--- src/rtl/rv32_pkg.sv ---
// Shared RV32 definitions used by the fetch unit and the decoder.
package rv32_pkg;

  localparam int              XLEN             = 32;
  localparam int              INST_BYTES       = 4;
  localparam logic [XLEN-1:0] DEFAULT_RESET_PC = 32'h0000_0000;

  localparam logic [6:0] OP_LOAD   = 7'b0000011;
  localparam logic [6:0] OP_STORE  = 7'b0100011;
  localparam logic [6:0] OP_BRANCH = 7'b1100011;
  localparam logic [6:0] OP_REG    = 7'b0110011;
  localparam logic [6:0] OP_IMM    = 7'b0010011;

  typedef enum logic {
    BOOT,
    RUN
  } fetch_state_e;

endpackage

--- src/rtl/if_fetch_unit_if.sv ---
// Instruction-memory, redirect and decode-side signals of the fetch stage.
interface if_fetch_unit_if;
  import rv32_pkg::*;

  logic            imem_req_valid;
  logic [XLEN-1:0] imem_req_addr;
  logic            imem_req_ready;
  logic            imem_resp_valid;
  logic [XLEN-1:0] imem_resp_data;
  logic            redirect_valid;
  logic [XLEN-1:0] redirect_pc;
  logic            inst_valid;
  logic [XLEN-1:0] inst;
  logic [XLEN-1:0] inst_pc;
  logic            inst_ready;

  modport master (
    output imem_req_valid, imem_req_addr, inst_valid, inst, inst_pc,
    input  imem_req_ready, imem_resp_valid, imem_resp_data,
    input  redirect_valid, redirect_pc, inst_ready
  );

  modport slave (
    input  imem_req_valid, imem_req_addr, inst_valid, inst, inst_pc,
    output imem_req_ready, imem_resp_valid, imem_resp_data,
    output redirect_valid, redirect_pc, inst_ready
  );

endinterface

--- src/rtl/if_fetch_unit_fetch_fifo.sv ---
// Small synchronous FIFO with flush; used for the instruction buffer and the PC queue.
module fetch_fifo #(
  parameter  int WIDTH = 64,
  parameter  int DEPTH = 2,
  localparam int CW    = $clog2(DEPTH + 1)
) (
  input  logic             clk,
  input  logic             rst_n,
  input  logic             push,
  input  logic             pop,
  input  logic             flush,
  input  logic [WIDTH-1:0] wdata,
  output logic [WIDTH-1:0] rdata,
  output logic [CW-1:0]    count,
  output logic             full,
  output logic             empty
);

  localparam int AW = (DEPTH > 1) ? $clog2(DEPTH) : 1;

  logic [WIDTH-1:0] mem_q [DEPTH];
  logic [AW-1:0]    wr_ptr_q, wr_ptr_d;
  logic [AW-1:0]    rd_ptr_q, rd_ptr_d;
  logic [CW-1:0]    count_q, count_d;
  logic             do_push, do_pop;

  function automatic logic [AW-1:0] next_ptr(input logic [AW-1:0] p);
    return (p == AW'(DEPTH - 1)) ? '0 : p + AW'(1);
  endfunction

  // NOTE: every signal written here gets a default first, so no path leaves it unassigned (no latch).
  always_comb begin
    empty    = (count_q == '0);
    full     = (count_q == CW'(DEPTH));
    do_pop   = pop && !empty;
    do_push  = push && (!full || do_pop);
    wr_ptr_d = wr_ptr_q;
    rd_ptr_d = rd_ptr_q;
    count_d  = count_q;
    if (flush) begin
      wr_ptr_d = '0;
      rd_ptr_d = '0;
      count_d  = '0;
    end else begin
      if (do_push) wr_ptr_d = next_ptr(wr_ptr_q);
      if (do_pop)  rd_ptr_d = next_ptr(rd_ptr_q);
      count_d = count_q + CW'(do_push) - CW'(do_pop);
    end
  end

  // NOTE: sequential state uses non-blocking (<=) so every flop samples pre-edge values.
  always_ff @(posedge clk) begin
    if (!rst_n) begin
      wr_ptr_q <= '0;
      rd_ptr_q <= '0;
      count_q  <= '0;
    end else begin
      wr_ptr_q <= wr_ptr_d;
      rd_ptr_q <= rd_ptr_d;
      count_q  <= count_d;
    end
  end

  // NOTE: storage is deliberately not reset; count/pointers decide which entries are valid.
  always_ff @(posedge clk) begin
    if (do_push) mem_q[wr_ptr_q] <= wdata;
  end

  assign rdata = mem_q[rd_ptr_q];
  assign count = count_q;

endmodule

--- src/rtl/if_fetch_unit.sv ---
// Fetch stage: owns the PC, issues credit-limited word fetches and buffers returned
// instructions for decode; a redirect flushes the path and drops in-flight responses.
module if_fetch_unit
  import rv32_pkg::*;
#(
  parameter logic [XLEN-1:0] RESET_PC  = DEFAULT_RESET_PC,
  parameter int              BUF_DEPTH = 2
) (
  input logic            clk,
  input logic            rst_n,
  if_fetch_unit_if.master bus
);

  localparam int CW  = $clog2(BUF_DEPTH + 1);
  localparam int CW1 = CW + 1;

  fetch_state_e    state_q, state_d;
  logic [XLEN-1:0] fetch_pc_q, fetch_pc_d;
  logic [CW-1:0]   outstanding_q, outstanding_d;
  logic [CW-1:0]   drop_q, drop_d;

  logic            running, redirect_run, pop, accept, resp, resp_keep;
  logic [CW:0]     credit_used;
  logic [CW-1:0]   inst_count, pcq_count;
  logic            inst_full, inst_empty, pcq_full, pcq_empty;
  logic [XLEN-1:0] pcq_head;
  logic [2*XLEN-1:0] inst_head;
  logic            unused_sink;

  always_comb begin
    state_d       = RUN;  // BOOT only ever lasts the single cycle after reset
    fetch_pc_d    = fetch_pc_q;
    drop_d        = drop_q;
    running       = (state_q == RUN);
    redirect_run  = running && bus.redirect_valid;

    bus.inst_valid = !inst_empty && !bus.redirect_valid;
    pop            = bus.inst_valid && bus.inst_ready;

    // Credits count live + stale requests in flight plus buffered words, net of this cycle's pop.
    credit_used        = {1'b0, outstanding_q} + {1'b0, inst_count} - {{CW{1'b0}}, pop};
    bus.imem_req_valid = running && (credit_used < CW1'(BUF_DEPTH)) && !bus.redirect_valid;
    bus.imem_req_addr  = fetch_pc_q;
    accept             = bus.imem_req_valid && bus.imem_req_ready;

    resp          = running && bus.imem_resp_valid && (outstanding_q != '0);
    resp_keep     = resp && (drop_q == '0) && !redirect_run;
    outstanding_d = outstanding_q + CW'(accept) - CW'(resp);

    if (accept) fetch_pc_d = fetch_pc_q + XLEN'(INST_BYTES);

    if (redirect_run) begin
      fetch_pc_d = {bus.redirect_pc[XLEN-1:2], 2'b00};
      drop_d     = outstanding_q + CW'(accept) - CW'(resp);
    end else if (resp && (drop_q != '0)) begin
      drop_d = drop_q - CW'(1);
    end
  end

  always_ff @(posedge clk) begin
    if (!rst_n) begin
      state_q       <= BOOT;
      fetch_pc_q    <= RESET_PC;
      outstanding_q <= '0;
      drop_q        <= '0;
    end else begin
      state_q       <= state_d;
      fetch_pc_q    <= fetch_pc_d;
      outstanding_q <= outstanding_d;
      drop_q        <= drop_d;
    end
  end

  fetch_fifo #(.WIDTH(XLEN), .DEPTH(BUF_DEPTH)) u_pc_queue (
    .clk   (clk),
    .rst_n (rst_n),
    .push  (accept),
    .pop   (resp_keep),
    .flush (redirect_run),
    .wdata (fetch_pc_q),
    .rdata (pcq_head),
    .count (pcq_count),
    .full  (pcq_full),
    .empty (pcq_empty)
  );

  fetch_fifo #(.WIDTH(2 * XLEN), .DEPTH(BUF_DEPTH)) u_inst_buf (
    .clk   (clk),
    .rst_n (rst_n),
    .push  (resp_keep),
    .pop   (pop),
    .flush (redirect_run),
    .wdata ({bus.imem_resp_data, pcq_head}),
    .rdata (inst_head),
    .count (inst_count),
    .full  (inst_full),
    .empty (inst_empty)
  );

  assign bus.inst    = inst_head[2*XLEN-1:XLEN];
  assign bus.inst_pc = inst_head[XLEN-1:0];

  assign unused_sink = ^{pcq_count, pcq_full, pcq_empty, inst_full, bus.redirect_pc[1:0]};

endmodule

--- src/flat_wrapper.sv ---
// flat-port wrapper written by rule: the top's interface ports become plain ports
module if_fetch_unit_flat import rv32_pkg::*;
#(
  parameter logic [XLEN-1:0] RESET_PC  = DEFAULT_RESET_PC,
  parameter int              BUF_DEPTH = 2
)
  (clk, rst_n, bus_imem_req_valid, bus_imem_req_addr, bus_inst_valid, bus_inst, bus_inst_pc, bus_imem_req_ready, bus_imem_resp_valid, bus_imem_resp_data, bus_redirect_valid, bus_redirect_pc, bus_inst_ready);
  if_fetch_unit_if bus_i ();
  input logic clk;
  input logic rst_n;
  output wire logic [$bits(bus_i.imem_req_valid)-1:0] bus_imem_req_valid;
  output wire logic [$bits(bus_i.imem_req_addr)-1:0] bus_imem_req_addr;
  output wire logic [$bits(bus_i.inst_valid)-1:0] bus_inst_valid;
  output wire logic [$bits(bus_i.inst)-1:0] bus_inst;
  output wire logic [$bits(bus_i.inst_pc)-1:0] bus_inst_pc;
  input wire logic [$bits(bus_i.imem_req_ready)-1:0] bus_imem_req_ready;
  input wire logic [$bits(bus_i.imem_resp_valid)-1:0] bus_imem_resp_valid;
  input wire logic [$bits(bus_i.imem_resp_data)-1:0] bus_imem_resp_data;
  input wire logic [$bits(bus_i.redirect_valid)-1:0] bus_redirect_valid;
  input wire logic [$bits(bus_i.redirect_pc)-1:0] bus_redirect_pc;
  input wire logic [$bits(bus_i.inst_ready)-1:0] bus_inst_ready;
  assign bus_imem_req_valid = bus_i.imem_req_valid;
  assign bus_imem_req_addr = bus_i.imem_req_addr;
  assign bus_inst_valid = bus_i.inst_valid;
  assign bus_inst = bus_i.inst;
  assign bus_inst_pc = bus_i.inst_pc;
  assign bus_i.imem_req_ready = bus_imem_req_ready;
  assign bus_i.imem_resp_valid = bus_imem_resp_valid;
  assign bus_i.imem_resp_data = bus_imem_resp_data;
  assign bus_i.redirect_valid = bus_redirect_valid;
  assign bus_i.redirect_pc = bus_redirect_pc;
  assign bus_i.inst_ready = bus_inst_ready;
  if_fetch_unit #(.RESET_PC(RESET_PC), .BUF_DEPTH(BUF_DEPTH)) u_core (.clk(clk), .rst_n(rst_n), .bus(bus_i));
endmodule
--- config.mk ---
export PLATFORM = sky130hd
export DESIGN_NAME = if_fetch_unit_flat
export DESIGN_NICKNAME = d
export VERILOG_FILES = /design/src/rtl/rv32_pkg.sv /design/src/rtl/if_fetch_unit_if.sv /design/src/rtl/if_fetch_unit_fetch_fifo.sv /design/src/rtl/if_fetch_unit.sv /design/src/flat_wrapper.sv
export SDC_FILE = /design/constraint.sdc
export NUM_CORES = 1
export LEC_CHECK = 0
export ABC_AREA = 1
export CAP_MARGIN = 20
export CORE_UTILIZATION = 53
export DETAILED_ROUTE_END_ITERATION = 10
export GPL_ROUTABILITY_DRIVEN = 0
export PLACE_DENSITY = 0.8
export SLEW_MARGIN = 20
export SYNTH_ARGS = -nofsm -noshare
export SYNTH_HDL_FRONTEND = slang
export SYNTH_SLANG_ARGS = --single-unit
--- constraint.sdc ---
create_clock -name clk -period 6.6 [get_ports clk]
set_input_delay 1.98 -clock clk [delete_from_list [all_inputs] [get_ports clk]]
set_output_delay 1.98 -clock clk [all_outputs]
set_load 0.02 [all_outputs]
==> impl_metrics.toml <==
[setup_path]
critical_path_class = "in -> out"
start_kind = "primary input"
crit_required_ps = 4620
critical_path_arrival_ps = 4170
end_kind = "primary output"
critPathMaxFanout = 2
reg2regPathDepth = 13

[timing]
min_period_ps = 6150
rsz0062_at_grt = "no"
setup_violations = 0
period_share_pct = 93.2
relSlewSlack_pct = 39.9
fmax_mhz = 163
holdWs_ps = 466
worstMarginPinSlew_ps = 900
hold_viol = 0
slew_viol_final = 0
skew_ps = 8.22
tns_ps = 0

[power]
p_comb_share_pct = 8.3
p_leak_nw = 4.30
vdd_drop_max_v = 0.000190
p_per_area_nw_per_um2 = 263
p_int_mw = 2.57
p_seq_share_pct = 50.2
power_frac_clock_pct = 41.6
p_switching_mw = 0.689
sw_frac_of_total_pct = 21.1

[logic_synthesis]
syn_area_um2 = 9780
ys_top_cells_by_area = "edfxtp_1 56%, mux2_2 11%, dfxtp_1 9.2%, nand2_1 5.8%, nand3_1 2.7%"
async_reset_ff_share_pct = 0
ys.warnings.count = 0
synthTopCellsByCount = "184 x edfxtp_1, 151 x nand2_1, 92 x mux2_2, 68 x nor2_1, 56 x inv_1"
yosys.area.top_type_share_pct = 56.5
synth_edf_count = 184
synth.distinct_cells = 40
synth_cells = 796
synth-seq-cells = 229
syn_area_per_cell_um2 = 12.3
ys.flop_type = "edfxtp_1"
synth_most_common_cell = "edfxtp_1"
synth_seq_area_share_pct = 65.7
yosysTopAreaCell = "edfxtp_1"

[floorplan]
dieArea_um2 = 19000
rows = 49
core_area_um2 = 18000
start_util_pct = 54.3
die_w_um = 138
dieHeight_um = 138
io_pins = 168

[route]
vias = 6357
ant_nets = 0
drc = 0
routed_wl_mm = 19.4
firstDrtPassIters = 7
drt-vias-per-instance = 5.24
routedWlPerCell_um = 15.9
drt_iter0_drc = 353

[outcome]
status = "completed"

[grt]
gr-total-overflow = 0
grt_first_pass_wirelength_mm = 29.5
antenna_found_initial = 0
grt_max_degree = 64
track_usage_pct = 20.2
grt_pass1_vias = 5968

[cells_and_area]
area_delta_synth_final_pct = 27.1
drive_above_1_share_pct = 18.5
nFillCells = 1269
nets = 1049
diodes = 0

[clocking]
clock-sinks = 229
cts_tree = "done"
cts_buffers = 24
cts_root_buf = "clkbuf_16"
htreeDepth = 1
clk_latency_ps = 500
clk_pin_slew_ps = 60
cts_buffer_depth = 3

[hold_path]
hold_class = "reg -> reg"
hold_depth = 2

[placement]
portBuffers = 161
hpwl_mm = 12.5

[flow_run]
maxCapViolations = 0
[cell families (layout without fill, tap and decap cells)]
logic type | count (synthesis) | in the layout | share of synthesized area (%)
other cells | 1 | 4 | 0.0383
fa+ha+maj | 10 | 10 | 1.36
mux | 92 | 92 | 10.6
buf+inv | 89 | 275 | 4.10
xor+xnor | 11 | 11 | 1.06
flops | 229 | 229 | 65.7
simple gates | 316 | 316 | 14.6
compound gates | 48 | 48 | 2.62
[final timing paths]
path | to | start | slack, ps
min reg2reg | u_core.u_pc_queue.wr_ptr_q | u_core.u_pc_queue.wr_ptr_q | 470
max | bus_imem_req_valid | bus_redirect_valid | 450
max reg2reg | u_core.u_pc_queue.mem_q[1][19] | u_core.u_inst_buf.count[1] | 3370
min | u_core.u_pc_queue.wr_ptr_q | u_core.u_pc_queue.wr_ptr_q | 470
[final cells by class]
cell class	instances	area, µm²	area share, %
clock buffers	29	641	5.15
clock inverters	13	160	1.29
inverters	60	228	1.83
multi-input cells	481	2980	24.0
flip-flops and latches	229	6430	51.7
well taps	229	287	2.30
repair buffers	173	1700	13.7
[placed cells by master, fill, tap and decap left out, types with 5 or more instances in the layout]
cell type        synthesis  layout
a21oi_1                 25      25
a31oi_1                  5       5
buf_4                   10      12
clkbuf_16                0      25
clkdlybuf4s50_1          0     160
clkinv_1                 1       8
dfxtp_1                 45      44
edfxtp_1               184     184
ha_1                     9       9
inv_1                   56      56
mux2_2                  92      92
nand2_1                151     151
nand3_1                 52      52
nor2_1                  68      66
nor2_2                  22      22
nor2_4                   4       6
o21ai_0                 10      10
o21ai_1                  5       5
xor2_1                   7       7
[state kept, by name, indices dropped and copies added (netlist names), 2 cells and up, named ones only]
name / cells
u_core.drop_q: 2
u_core.u_inst_buf.mem_q: 124
u_core.u_inst_buf.count: 2
u_core.u_pc_queue.count: 2
u_core.bus.imem_req_addr: 30
u_core.u_pc_queue.mem_q: 60
u_core.outstanding_q: 2
[routing by layer]
metal / up-vias / GRT usage [%] / part of all wire, %
li1: 3095 / - / -
met1: 3003 / 27.3 / 43
met2: 228 / 33.4 / 48
met3: 31 / 3.03 / 6.7
met4: 0 / 7.07 / 2.0
met5: - / 0 / 0
[critical path, stage by stage]
cell	delay, ps
clkdlybuf4s50_1	490
a21oi_2	40
nand2_1	80
inv_1	50
ha_1	250
or2_2	300
fa_1	530
nand3b_4	100
nor2_4	110
dlymetal6s2s_1	220
[stage by stage]
stage / cell area (µm²) / cells / utilization (%) / setup WS, ps / total power, mW
after floorplan: 9800 / 799 / - / 829 / 1.82
after global placement: 11600 / 1172 / 64.5 / 84.7 / 1.93
after detailed placement: 11600 / 1172 / 64.5 / 58.2 / 1.94
after CTS: 12400 / 1214 / 68.9 / 57.6 / 3.29
after global routing: 12400 / 1214 / 69.0 / 340 / 3.37
final: 12400 / 1214 / 69.0 / 446 / 3.26
[timing repair]
| item | 4_1_cts | 5_1_grt |
|---|---|---|
| setup buffers | 0 | 0 |
| resized for setup | 0 | 1 |
| endpoints found under the hold margin | 0 | 0 |
| hold buffers | 0 | 0 |
| setup endpoints to repair | 0 | 1 |
[power by group through the flow]
stage / Sequential, mW / Clock [mW] / Combinational [mW]
after floorplan: 1.67 / 0 / 0.146
after global placement: 1.66 / 0 / 0.264
after detailed placement: 1.67 / 0 / 0.269
after CTS: 1.64 / 1.38 / 0.271
after global routing: 1.64 / 1.43 / 0.294
final: 1.64 / 1.36 / 0.269
(Power assumes the default switching activity.)
